### src/rtl/spi_lut_config_seq.sv
// Walks an external {address, data} LUT and ships each entry as one SPI write frame,
// optionally followed by a read-back frame whose data byte is compared against the LUT.
module spi_lut_config_seq #(
  parameter int ADDR_W    = 16,
  parameter int DATA_W    = 8,
  parameter int IDX_W     = 10,
  parameter int LUT_DEPTH = 5,
  parameter int CLK_DIV   = 2,
  parameter int CS_GAP    = 4,
  parameter int VERIFY    = 0
) (
  input  logic                     clk,
  input  logic                     rst_n,
  input  logic                     start,
  output logic [IDX_W-1:0]         lut_index,
  input  logic [ADDR_W+DATA_W-1:0] lut_data,
  output logic                     sclk,
  output logic                     cs_n,
  output logic                     mosi,
  input  logic                     miso,
  output logic                     busy,
  output logic                     done,
  output logic                     err,
  output logic [IDX_W-1:0]         err_index
);
  localparam int FRAME_W = ADDR_W + DATA_W;
  // LOAD always costs one cs_n-high cycle, so GAP itself is one shorter.
  localparam int GAP_CYC = (CS_GAP > 1) ? CS_GAP - 1 : 1;
  localparam int DIV_W   = $clog2(CLK_DIV + 1);
  localparam int BIT_W   = $clog2(FRAME_W + 1);
  localparam int GAP_W   = $clog2(GAP_CYC + 1);
  localparam logic [DIV_W-1:0] DIV_LAST = DIV_W'(CLK_DIV - 1);
  localparam logic [BIT_W-1:0] BIT_LAST = BIT_W'(FRAME_W - 1);
  localparam logic [GAP_W-1:0] GAP_LAST = GAP_W'(GAP_CYC - 1);
  localparam logic [IDX_W-1:0] LAST_IDX = IDX_W'(LUT_DEPTH);

  typedef enum logic [2:0] {IDLE, LOAD, SHIFT, GAP, CHECK, DONE} state_t;

  state_t             state_reg, state_next;
  logic [IDX_W-1:0]   index_reg, index_next;
  logic [FRAME_W-1:0] frame_reg, frame_next;
  logic [DATA_W-1:0]  data_reg, data_next;
  logic [DATA_W-1:0]  rx_reg, rx_next;
  logic [DIV_W-1:0]   div_cnt_reg, div_cnt_next;
  logic [BIT_W-1:0]   bit_cnt_reg, bit_cnt_next;
  logic [GAP_W-1:0]   gap_cnt_reg, gap_cnt_next;
  logic               sclk_reg, sclk_next;
  logic               cs_n_reg, cs_n_next;
  logic               mosi_reg, mosi_next;
  logic               rd_phase_reg, rd_phase_next;
  logic               err_reg, err_next;
  logic [IDX_W-1:0]   err_index_reg, err_index_next;

  always_ff @(posedge clk or negedge rst_n) begin
    if (!rst_n) begin
      state_reg     <= IDLE;
      index_reg     <= '0;
      frame_reg     <= '0;
      data_reg      <= '0;
      rx_reg        <= '0;
      div_cnt_reg   <= '0;
      bit_cnt_reg   <= '0;
      gap_cnt_reg   <= '0;
      sclk_reg      <= 1'b0;
      cs_n_reg      <= 1'b1;
      mosi_reg      <= 1'b0;
      rd_phase_reg  <= 1'b0;
      err_reg       <= 1'b0;
      err_index_reg <= '0;
    end else begin
      state_reg     <= state_next;
      index_reg     <= index_next;
      frame_reg     <= frame_next;
      data_reg      <= data_next;
      rx_reg        <= rx_next;
      div_cnt_reg   <= div_cnt_next;
      bit_cnt_reg   <= bit_cnt_next;
      gap_cnt_reg   <= gap_cnt_next;
      sclk_reg      <= sclk_next;
      cs_n_reg      <= cs_n_next;
      mosi_reg      <= mosi_next;
      rd_phase_reg  <= rd_phase_next;
      err_reg       <= err_next;
      err_index_reg <= err_index_next;
    end
  end

  always_comb begin
    state_next     = state_reg;
    index_next     = index_reg;
    frame_next     = frame_reg;
    data_next      = data_reg;
    rx_next        = rx_reg;
    div_cnt_next   = div_cnt_reg;
    bit_cnt_next   = bit_cnt_reg;
    gap_cnt_next   = gap_cnt_reg;
    sclk_next      = sclk_reg;
    cs_n_next      = cs_n_reg;
    mosi_next      = mosi_reg;
    rd_phase_next  = rd_phase_reg;
    err_next       = err_reg;
    err_index_next = err_index_reg;
    case (state_reg)
      IDLE: begin
        if (start) begin
          state_next     = LOAD;
          index_next     = '0;
          rd_phase_next  = 1'b0;
          err_next       = 1'b0;
          err_index_next = '0;
        end
      end
      LOAD: begin
        if (index_reg == LAST_IDX || &lut_data) begin
          state_next = DONE;
        end else begin
          // The address MSB carries the R/W flag on the wire.
          frame_next   = {rd_phase_reg, lut_data[FRAME_W-2:0]};
          data_next    = lut_data[DATA_W-1:0];
          mosi_next    = rd_phase_reg;
          cs_n_next    = 1'b0;
          sclk_next    = 1'b0;
          div_cnt_next = '0;
          bit_cnt_next = '0;
          state_next   = SHIFT;
        end
      end
      SHIFT: begin
        if (div_cnt_reg == DIV_LAST) begin
          div_cnt_next = '0;
          sclk_next    = ~sclk_reg;
          if (!sclk_reg) begin
            rx_next = {rx_reg[DATA_W-2:0], miso};
          end else if (bit_cnt_reg == BIT_LAST) begin
            cs_n_next    = 1'b1;
            mosi_next    = 1'b0;
            gap_cnt_next = '0;
            state_next   = GAP;
          end else begin
            bit_cnt_next = bit_cnt_reg + 1'b1;
            frame_next   = {frame_reg[FRAME_W-2:0], 1'b0};
            mosi_next    = frame_reg[FRAME_W-2];
          end
        end else begin
          div_cnt_next = div_cnt_reg + 1'b1;
        end
      end
      GAP: begin
        if (gap_cnt_reg == GAP_LAST) begin
          if (VERIFY == 0) begin
            index_next = index_reg + 1'b1;
            state_next = LOAD;
          end else if (!rd_phase_reg) begin
            rd_phase_next = 1'b1;
            state_next    = LOAD;
          end else begin
            state_next = CHECK;
          end
        end else begin
          gap_cnt_next = gap_cnt_reg + 1'b1;
        end
      end
      CHECK: begin
        if (rx_reg != data_reg) begin
          err_next       = 1'b1;
          err_index_next = index_reg;
          state_next     = DONE;
        end else begin
          index_next    = index_reg + 1'b1;
          rd_phase_next = 1'b0;
          state_next    = LOAD;
        end
      end
      DONE:    state_next = IDLE;
      default: state_next = IDLE;
    endcase
  end

  assign lut_index = index_reg;
  assign sclk      = sclk_reg;
  assign cs_n      = cs_n_reg;
  assign mosi      = mosi_reg;
  assign busy      = (state_reg != IDLE);
  assign done      = (state_reg == DONE);
  assign err       = err_reg;
  assign err_index = err_index_reg;
endmodule

### config.mk
export PLATFORM = sky130hd
export DESIGN_NAME = spi_lut_config_seq
export DESIGN_NICKNAME = d
export VERILOG_FILES = /design/src/rtl/spi_lut_config_seq.sv
export SDC_FILE = /design/constraint.sdc
export NUM_CORES = 1
export LEC_CHECK = 0
export BUFFER_PORTS_ARGS = -buffer_cell sky130_fd_sc_hd__buf_2
export CORE_MARGIN = 10
export CORE_UTILIZATION = 30
export CTS_BUF_LIST = sky130_fd_sc_hd__clkbuf_8 sky130_fd_sc_hd__clkbuf_16
export DETAILED_ROUTE_END_ITERATION = 10
export GPL_ROUTABILITY_DRIVEN = 0
export PLACE_DENSITY_LB_ADDON = 0.3
export SYNTH_ARGS = -nofsm -noshare
export SYNTH_HDL_FRONTEND = slang
export SYNTH_SLANG_ARGS = --single-unit
### constraint.sdc
create_clock -name clk -period 3.05 [get_ports clk]
set_clock_uncertainty 0.1 [all_clocks]
set_input_delay 0.7625 -clock clk [delete_from_list [all_inputs] [get_ports clk]]
set_output_delay 0.7625 -clock clk [all_outputs]
set_load 0.05 [all_outputs]
== Word level (Yosys, flattened, before mapping) ==
Index checks and enable logic that the tools add are counted.

* Bits in latches: 0
* Memories kept: 0
* ROM bits: 0
* Memory bits (writable): 0
* Output and inout port bits: 26
* Input bits: 28
* Register bits after elaboration: 76

* Bitwise operators: 2
* Shifts and indexed selects: 0
* Equality and inequality tests: 20
* $mul: 0
* Add/sub/neg operators: 4
* Order comparisons: 0
* Div/mod/pow operators: 0
* Multiplexer cells: 49
* Reduce and logical (&&, ||, !) cells: 20

{| class="wikitable"
|+ Operators with widths
! cell !! number
|-
| two-way mux 23 bit || 4
|-
| case mux 23 bit (2 select lines) || 1
|-
| two-way mux 10 bit || 4
|-
| case mux 10 bit (3 select lines) || 1
|-
| AND reduction 24 bit || 1
|-
| two-way mux 3 bit || 7
|-
| two-way mux 5 bit || 4
|-
| != test 2 bit, second input constant || 10
|-
| case mux 10 bit (2 select lines) || 1
|-
| AND reduction 5 bit || 4
|-
| case mux 3 bit (5 select lines) || 1
|-
| two-way mux 1 bit || 12
|-
| two-way mux 2 bit || 6
|-
| AND reduction 3 bit || 4
|-
| adder 10 x 1 -> 10 bit, second input constant || 1
|-
| == test 10 x 3 -> 1 bit, second input constant || 1
|-
| case mux 1 bit (2 select lines) || 5
|-
| case mux 5 bit (2 select lines) || 1
|-
| != test 8 bit || 1
|-
| case mux 2 bit (2 select lines) || 2
|-
| AND reduction 4 bit || 2
|-
| == test 3 x 2 -> 1 bit, second input constant || 2
|-
| == test 3 bit, second input constant || 2
|-
| nonzero test 2 bit || 3
|-
| 11 further kinds || 15
|}

== Longest topological paths before layout ==
Gate-level depths: netlist of the first run.

* Depth after elaboration: 5
* Gate-level depth with buffers: 9
* Depth with buffers taken out: 7

== Worst setup path after synthesis of the first run ==
OpenSTA, ideal clock, no wires.

* Path type: register to register
* From: register index_reg[4], in the netlist lut_index[4]
* To: register frame_reg[10]
* Required time: 2.831 ns
* Setup slack: 0.817 ns
* Buffers on the path: 2
* Arrival time: 2.014 ns
* Cell stages (with the launch flop): 8
* Cell sequence: dfrtp_1 -> or4_4 -> nor4_4 -> a211o_2 -> and2_1 -> buf_4 -> buf_6 -> o21ai_2

* Cells in the longest elaborated chain, start to end: 4

{| class="wikitable"
|+ Ends and longest elaborated chain
! element !! RTL line !! source
|-
| from (decl) || 40 || <nowiki>logic [IDX_W-1:0] index_reg, index_next;</nowiki>
|-
| from (signal assigned) || 72 || <nowiki>index_reg <= index_next;</nowiki>
|-
| == test 10 x 3 -> 1 bit || 114 || <nowiki>if (index_reg == LAST_IDX || &lut_data) begin</nowiki>
|-
| logical OR 1 bit || 114 ||
|-
| != test 2 bit (no source line) || n/a ||
|-
| AND reduction 5 bit (no source line) || n/a ||
|-
| to (signal assigned) || 73 || <nowiki>frame_reg <= frame_next;</nowiki>
|-
| to (decl) || 41 || <nowiki>logic [FRAME_W-1:0] frame_reg, frame_next;</nowiki>
|}

Every way passes these cells.
A chain may end at the register's enable or synchronous reset.

== Worst setup path after layout of the first run ==
* From: register index_reg[4], in the netlist lut_index[4]
* To: register frame_reg[22]

Same word-level chain as after synthesis.

==> results_dict.tcl, run 1 <==
set metrics [dict create \
    status "completed" \
    critPathKind "reg2reg" \
    use_met1_pct 13.47 \
    rsz0062_at_grt "false" \
    firstDrtPassIters 4 \
    worst_setup_path_start_kind "flop" \
    grt_pass1_vias 2910 \
    cts_buffer_depth 2 \
    synth_ff_type "dfrtp_1" \
    vias 2854 \
    drtIter0Drc 146 \
    largest_reg_flops 23 \
    p_per_area_nw_per_um2 1125 \
    holdCritPathClass "in2async" \
    period_needed_ps 2513 \
    hpwl_um 6311 \
    grt_use_total_pct 10.31 \
    cpMaxStageDelayCell "or4_4" \
    avgSynthCellArea_um2 10.60 \
    seq_area_um2 1878 \
    ff2ff_setup_slack_ps 540 \
    core-area_um2 12110 \
    post-cts-setup-buffers 0 \
    cp_max_fo 21 \
    grt_pass1_wl_um 14930 \
    ir_worst_vdd_mv 0.5841 \
    tightest_slew_ps 606.1 \
    antenna_left 0 \
    path_cells "or4_4 > nor4_4 > a211o_2 > and2_1 > buf_4 > o21ai_0" \
    diodes 0 \
    fill_cells 1238 \
    grt_max_degree 40 \
    synth_area_um2 3752 \
    synth_nets 386 \
    grt_overflow_total 0 \
    synthCells 354 \
    timing.final.ws_setup_ps 536.7 \
    drv_slew 0 \
    postSynth.asyncResetShare_pct 100.0 \
    setup_tns_ps 0 \
    nets 438 \
    synth_cell_types 54 \
    r2r-start "lut_index[4]" \
    r2r_cells 6 \
    period_share_pct 82.40 \
    area_delta_synth_final_pct 20.37 \
    io_pins 54 \
    max-slew-margin-rel_pct 59.41 \
    cp_data_required_time_ps 3170 \
    clock-sinks 75 \
    cts_tree "done" \
    clk_latency_ps 340 \
    synth_edf_count 0 \
    place_ws_ps 362.6 \
    rows 40 \
    top_usage_layer "met2" \
    yosys_register_bits 75 \
    post_cts_resized 0 \
    io_buffers 53 \
    use_met3_pct 4.078 \
    start_util_pct 30.98 \
    root_buffer "clkbuf_16" \
    p_leak_nw 2.035 \
    end_kind "flop" \
    avgRoutedWirePerCell_um 14.99 \
    synth_compound_area_share_pct 13.17 \
    htreeDepth 3 \
    yosysWarnings 0 \
    wirelength_um 8682 \
    synth_simple_gate_area_share_pct 17.44 \
    dieArea_um2 17380 \
    die_w_um 131.8 \
    cp_num_buf_inv 1 \
    postCtsHoldBufs 0 \
    ys_seq_area_share_pct 50.05 \
    clkTransAtPathRegs_ps 60 \
    cpLargestDelayFamily "simple AND/OR/NAND/NOR gates" \
    multi_input_area_um2 1724 \
    routed_via_density 4.929 \
    synth_top_family_by_area "simple AND/OR/NAND/NOR gates" \
    dieHeight_um 131.8 \
    cts_made_buffers 9 \
    final_core_util_pct 37.29 \
    synthAdderAreaFrac_pct 1.334 \
    met2_usage_pct 15.41 \
    yosys.area_share.xor_xnor_pct 2.101 \
    drcViolationCount 0 \
    maxCapViolCount 0 \
    fmax_ghz 0.3979 \
    r2r-end "frame_reg[22]" \
    max_stage_delay_ps 560 \
    finalHoldViolCount 0 \
    synthMuxAreaShare_pct 11.77 \
    antenna_found_initial 0 \
    finalSetupViolations 0 \
    cp_data_arrival_time_ps 2630 \
    layout-drive-gt1-share_pct 28.47 \
]
==> routing by layer <==
layer / part of all wire [%] / up-vias
li1: - / 1394
met1: 49 / 1383
met2: 44 / 68
met3: 5.7 / 9
met4: 0.92 / 0
met5: 0 / -
==> synthesized netlist by cell type (all sizes together) (5+ instances only) <==
library cell   n  area share [%]
o21ai         34             5.6
nand2         30             3.0
nand3         40             5.5
inv           10             1.0
nor2          10             1.0
mux2          17             5.1
mux2i         25             6.7
a21oi         11             1.5
buf           15             2.6
clkbuf         5            0.53
dfrtp         74              49
o21a           5             1.0
nand4         13             2.2
xnor2          9             2.1
==> layout make-up <==
cell class                 instances  area share [%]
clock inverter                     7           2.244
sequential                        75           41.58
tap                              168           4.654
clock buffer                       9           4.986
multi-input combinational        249           38.17
timing repair buffer              61           7.535
inverter                          10          0.8310
==> power breakdown <==
part           total (W)  switching, W  internal [W]
Sequential       0.00175      0.000328       0.00142
Clock            0.00116      0.000435      0.000721
Combinational    0.00218       0.00134      0.000840
Total            0.00508       0.00210       0.00298
==> worst max path at each step <==
stage                       from             end  slack (ps)  cells past startpoint
finish              lut_index[4]   frame_reg[22]         540                      6
global route        lut_index[4]   frame_reg[22]         330                      6
CTS                 lut_index[4]   frame_reg[22]         480                      6
detailed placement  lut_data[21]    frame_reg[2]         360                      7
global placement    lut_data[21]  bit_cnt_reg[0]         500                      7
floorplan           lut_index[4]   frame_reg[10]         820                      7
==> cells in the final DEF, fill, tap and decap left out, types with 10 or more instances in the layout <==
master / Yosys / layout
o21ai_2: 11 / 11
nand3_1: 39 / 39
o21ai_0: 15 / 15
mux2i_1: 25 / 25
nand4_1: 13 / 13
dfrtp_1: 74 / 74
nor2_1: 10 / 10
a21oi_1: 11 / 11
inv_1: 10 / 10
nand2_1: 30 / 30
mux2_2: 17 / 17
buf_2: 9 / 52
==> per-stage QoR <==
step                      power [W]  hold WS, ps  instances  cell area (um2)
after floorplan            0.003498        360.0        354             3752
after global placement     0.003936        358.7        563             4190
after detailed placement   0.003976        358.4        563             4190
after CTS                  0.005143        315.4        579             4517
after global routing       0.005463        337.1        579             4517
final                      0.005083        301.7        579             4517
==> cells by family after synthesis <==
kind of cell	count (synthesis)
simple gates	122
flops	75
compound gates	72
mux	42
buf+inv	30
xor+xnor	9
fa+ha+maj	4
(Power assumes the default switching activity.)
==> inputs of run 2 (changes only) <==
clock period = 2.3 ns   (was 3.05 ns; I/O delays follow)
==> run 2 against run 1 <==
Against the previous run:
- via count rose by 1.9%
- sequential share of layout area is 0.67 points lower
- cell count increased by 2.1%
- routed wire length up 5.8%
- hold slack got worse by 240 ps
- sequential power rose by 31%
- maximum frequency is 15% higher
- worst setup slack worse by 410 ps
- non-clock buffer count increased by 12
- utilization is 0.61 points higher
- combinational power increased by 43%
- critical path type unchanged
- largest power group unchanged
==> results_dict.tcl, run 2 (same netlist as run 1, synthesis figures left out) <==
set metrics [dict create \
    status "completed" \
    finalHoldViolCount 0 \
    dieHeight_um 131.8 \
    area_delta_synth_final_pct 22.34 \
    clock-sinks 75 \
    start_util_pct 30.98 \
    cp_num_buf_inv 2 \
    fin_cells 591 \
    routed_via_density 4.919 \
    seq_power_share_pct 34.1 \
    setup_tns_ps 0 \
    post-cts-setup-buffers 0 \
    grt_overflow_total 0 \
    cp_data_arrival_time_ps 2340 \
    critPathKind "reg2reg" \
    vias 2907 \
    antenna_left 0 \
    max_stage_delay_ps 550 \
    layout-drive-gt1-share_pct 30.73 \
    holdCritPathClass "in2async" \
    avgRoutedWirePerCell_um 15.54 \
    rsz0062_at_grt "false" \
    core-area_um2 12110 \
    final_core_util_pct 37.90 \
    antenna_found_initial 0 \
    dieArea_um2 17380 \
    clkTransAtPathRegs_ps 60 \
    diodes 0 \
    grt_use_total_pct 11.00 \
    die_w_um 131.8 \
    end_kind "flop" \
    drcViolationCount 0 \
    cts_made_buffers 9 \
    path_cells "or4_4 > nor4_4 > a211o_2 > buf_12 > buf_4 > nand3_1 > o21ai_1" \
    rows 40 \
    cp_data_required_time_ps 2460 \
    p_leak_nw 2.086 \
    worst_setup_path_start_kind "flop" \
    grt_pass1_vias 3080 \
    cpLargestDelayFamily "simple AND/OR/NAND/NOR gates" \
    htreeDepth 3 \
    firstDrtPassIters 4 \
    swShare_pct 42.14 \
    max-slew-margin-rel_pct 67.95 \
    grt_pass1_wl_um 15880 \
    root_buffer "clkbuf_16" \
    fill_cells 1259 \
    cts_tree "done" \
    largest_reg_flops 23 \
    clk_latency_ps 330 \
    hpwl_um 6732 \
    pwr-share-clk_pct 19.6 \
    nets 450 \
    grt_max_degree 47 \
    finalSetupViolations 0 \
    mostFrequentLayoutCells "dfrtp_1 (74), buf_2 (52), nand3_1 (39), nand2_1 (30), mux2i_1 (25)" \
    dp.cells 575 \
    r2r_cells 7 \
    period_needed_ps 2176 \
    ir_worst_vdd_mv 0.5769 \
    cts_buffer_depth 2 \
    drv_slew 0 \
    period_share_pct 94.63 \
    drtIter0Drc 223 \
    fmax_ghz 0.4595 \
    io_buffers 53 \
    p_sw_w 0.002830 \
    final_common_cell "dfrtp_1" \
    holdWs_ps 65.56 \
    maxCapViolCount 0 \
    p_per_area_nw_per_um2 1463 \
    wirelength_um 9184 \
    io_pins 54 \
    crit_cells 7 \
    cp_max_fo 14 \
    p_int_w 0.003885 \
    power_frac_comb_pct 46.3 \
    cpMaxStageDelayCell "or4_4" \
    tightest_slew_ps 478.9 \
]
[run 2: changes by cell type in the layout (fill, tap and decap cells not counted), sizes merged]
| cell | change |
|---|---|
| buf | +12 |
| bufinv | -2 |
| clkbuf | +1 |
| clkinv | +1 |
| clkinvlp | +1 |
| inv | -1 |
[run 2: per-stage QoR]
step	setup WS [ps]	instance area, um2	total power (W)
floorplan	66.86	3752	0.004638
global placement	157.1	4305	0.005393
detailed placement	115.8	4305	0.005469
CTS	85.16	4586	0.006813
global route	23.40	4591	0.007222
finish	123.6	4591	0.006715
[run 2: timing repair]
item	4_1_cts	5_1_grt
resized for setup	0	1
endpoints found under the setup margin	0	1
hold buffers	0	0
[run 2: power by group through the flow]
stage	clock network, W	registers [W]	logic (W)
after floorplan	0	0.00270	0.00194
after global routing	0.00142	0.00237	0.00342
after global placement	0	0.00230	0.00310
final	0.00132	0.00229	0.00311
after CTS	0.00136	0.00229	0.00317
after detailed placement	0	0.00231	0.00316
[run 2: area by class of cell]
type	instances	area, um2	area share (%)
clock buffer	10	239.0	5.206
clock inverter	6	41.29	0.8994
inverter	10	37.54	0.8177
multi-input combinational	249	1729	37.67
sequential	75	1878	40.91
tap	168	210.2	4.579
timing repair buffer	73	455.4	9.921
[run 2: worst paths after layout]
check,startpoint,end,slack [ps]
min in group clk,err,err,370
hold reg to reg,err,err,370
max in group asynchronous,rst_n,rx_reg[6],1450
setup / recovery,lut_index[4],frame_reg[19],120
setup reg to reg,lut_index[4],frame_reg[19],120
hold / removal,rst_n,err_index[4],70
[run 2: per-layer routing]
layer  global-route usage [%]  share of wire, %  vias to the layer above  routed length [um]
li1                         -                 -                     1411                   -
met1                    14.66                49                     1414                4516
met2                    16.50                45                       73                4139
met3                    3.468               4.6                        9                 419
met4                    3.523               1.2                        0                 108
met5                        0                 0                        -                   0
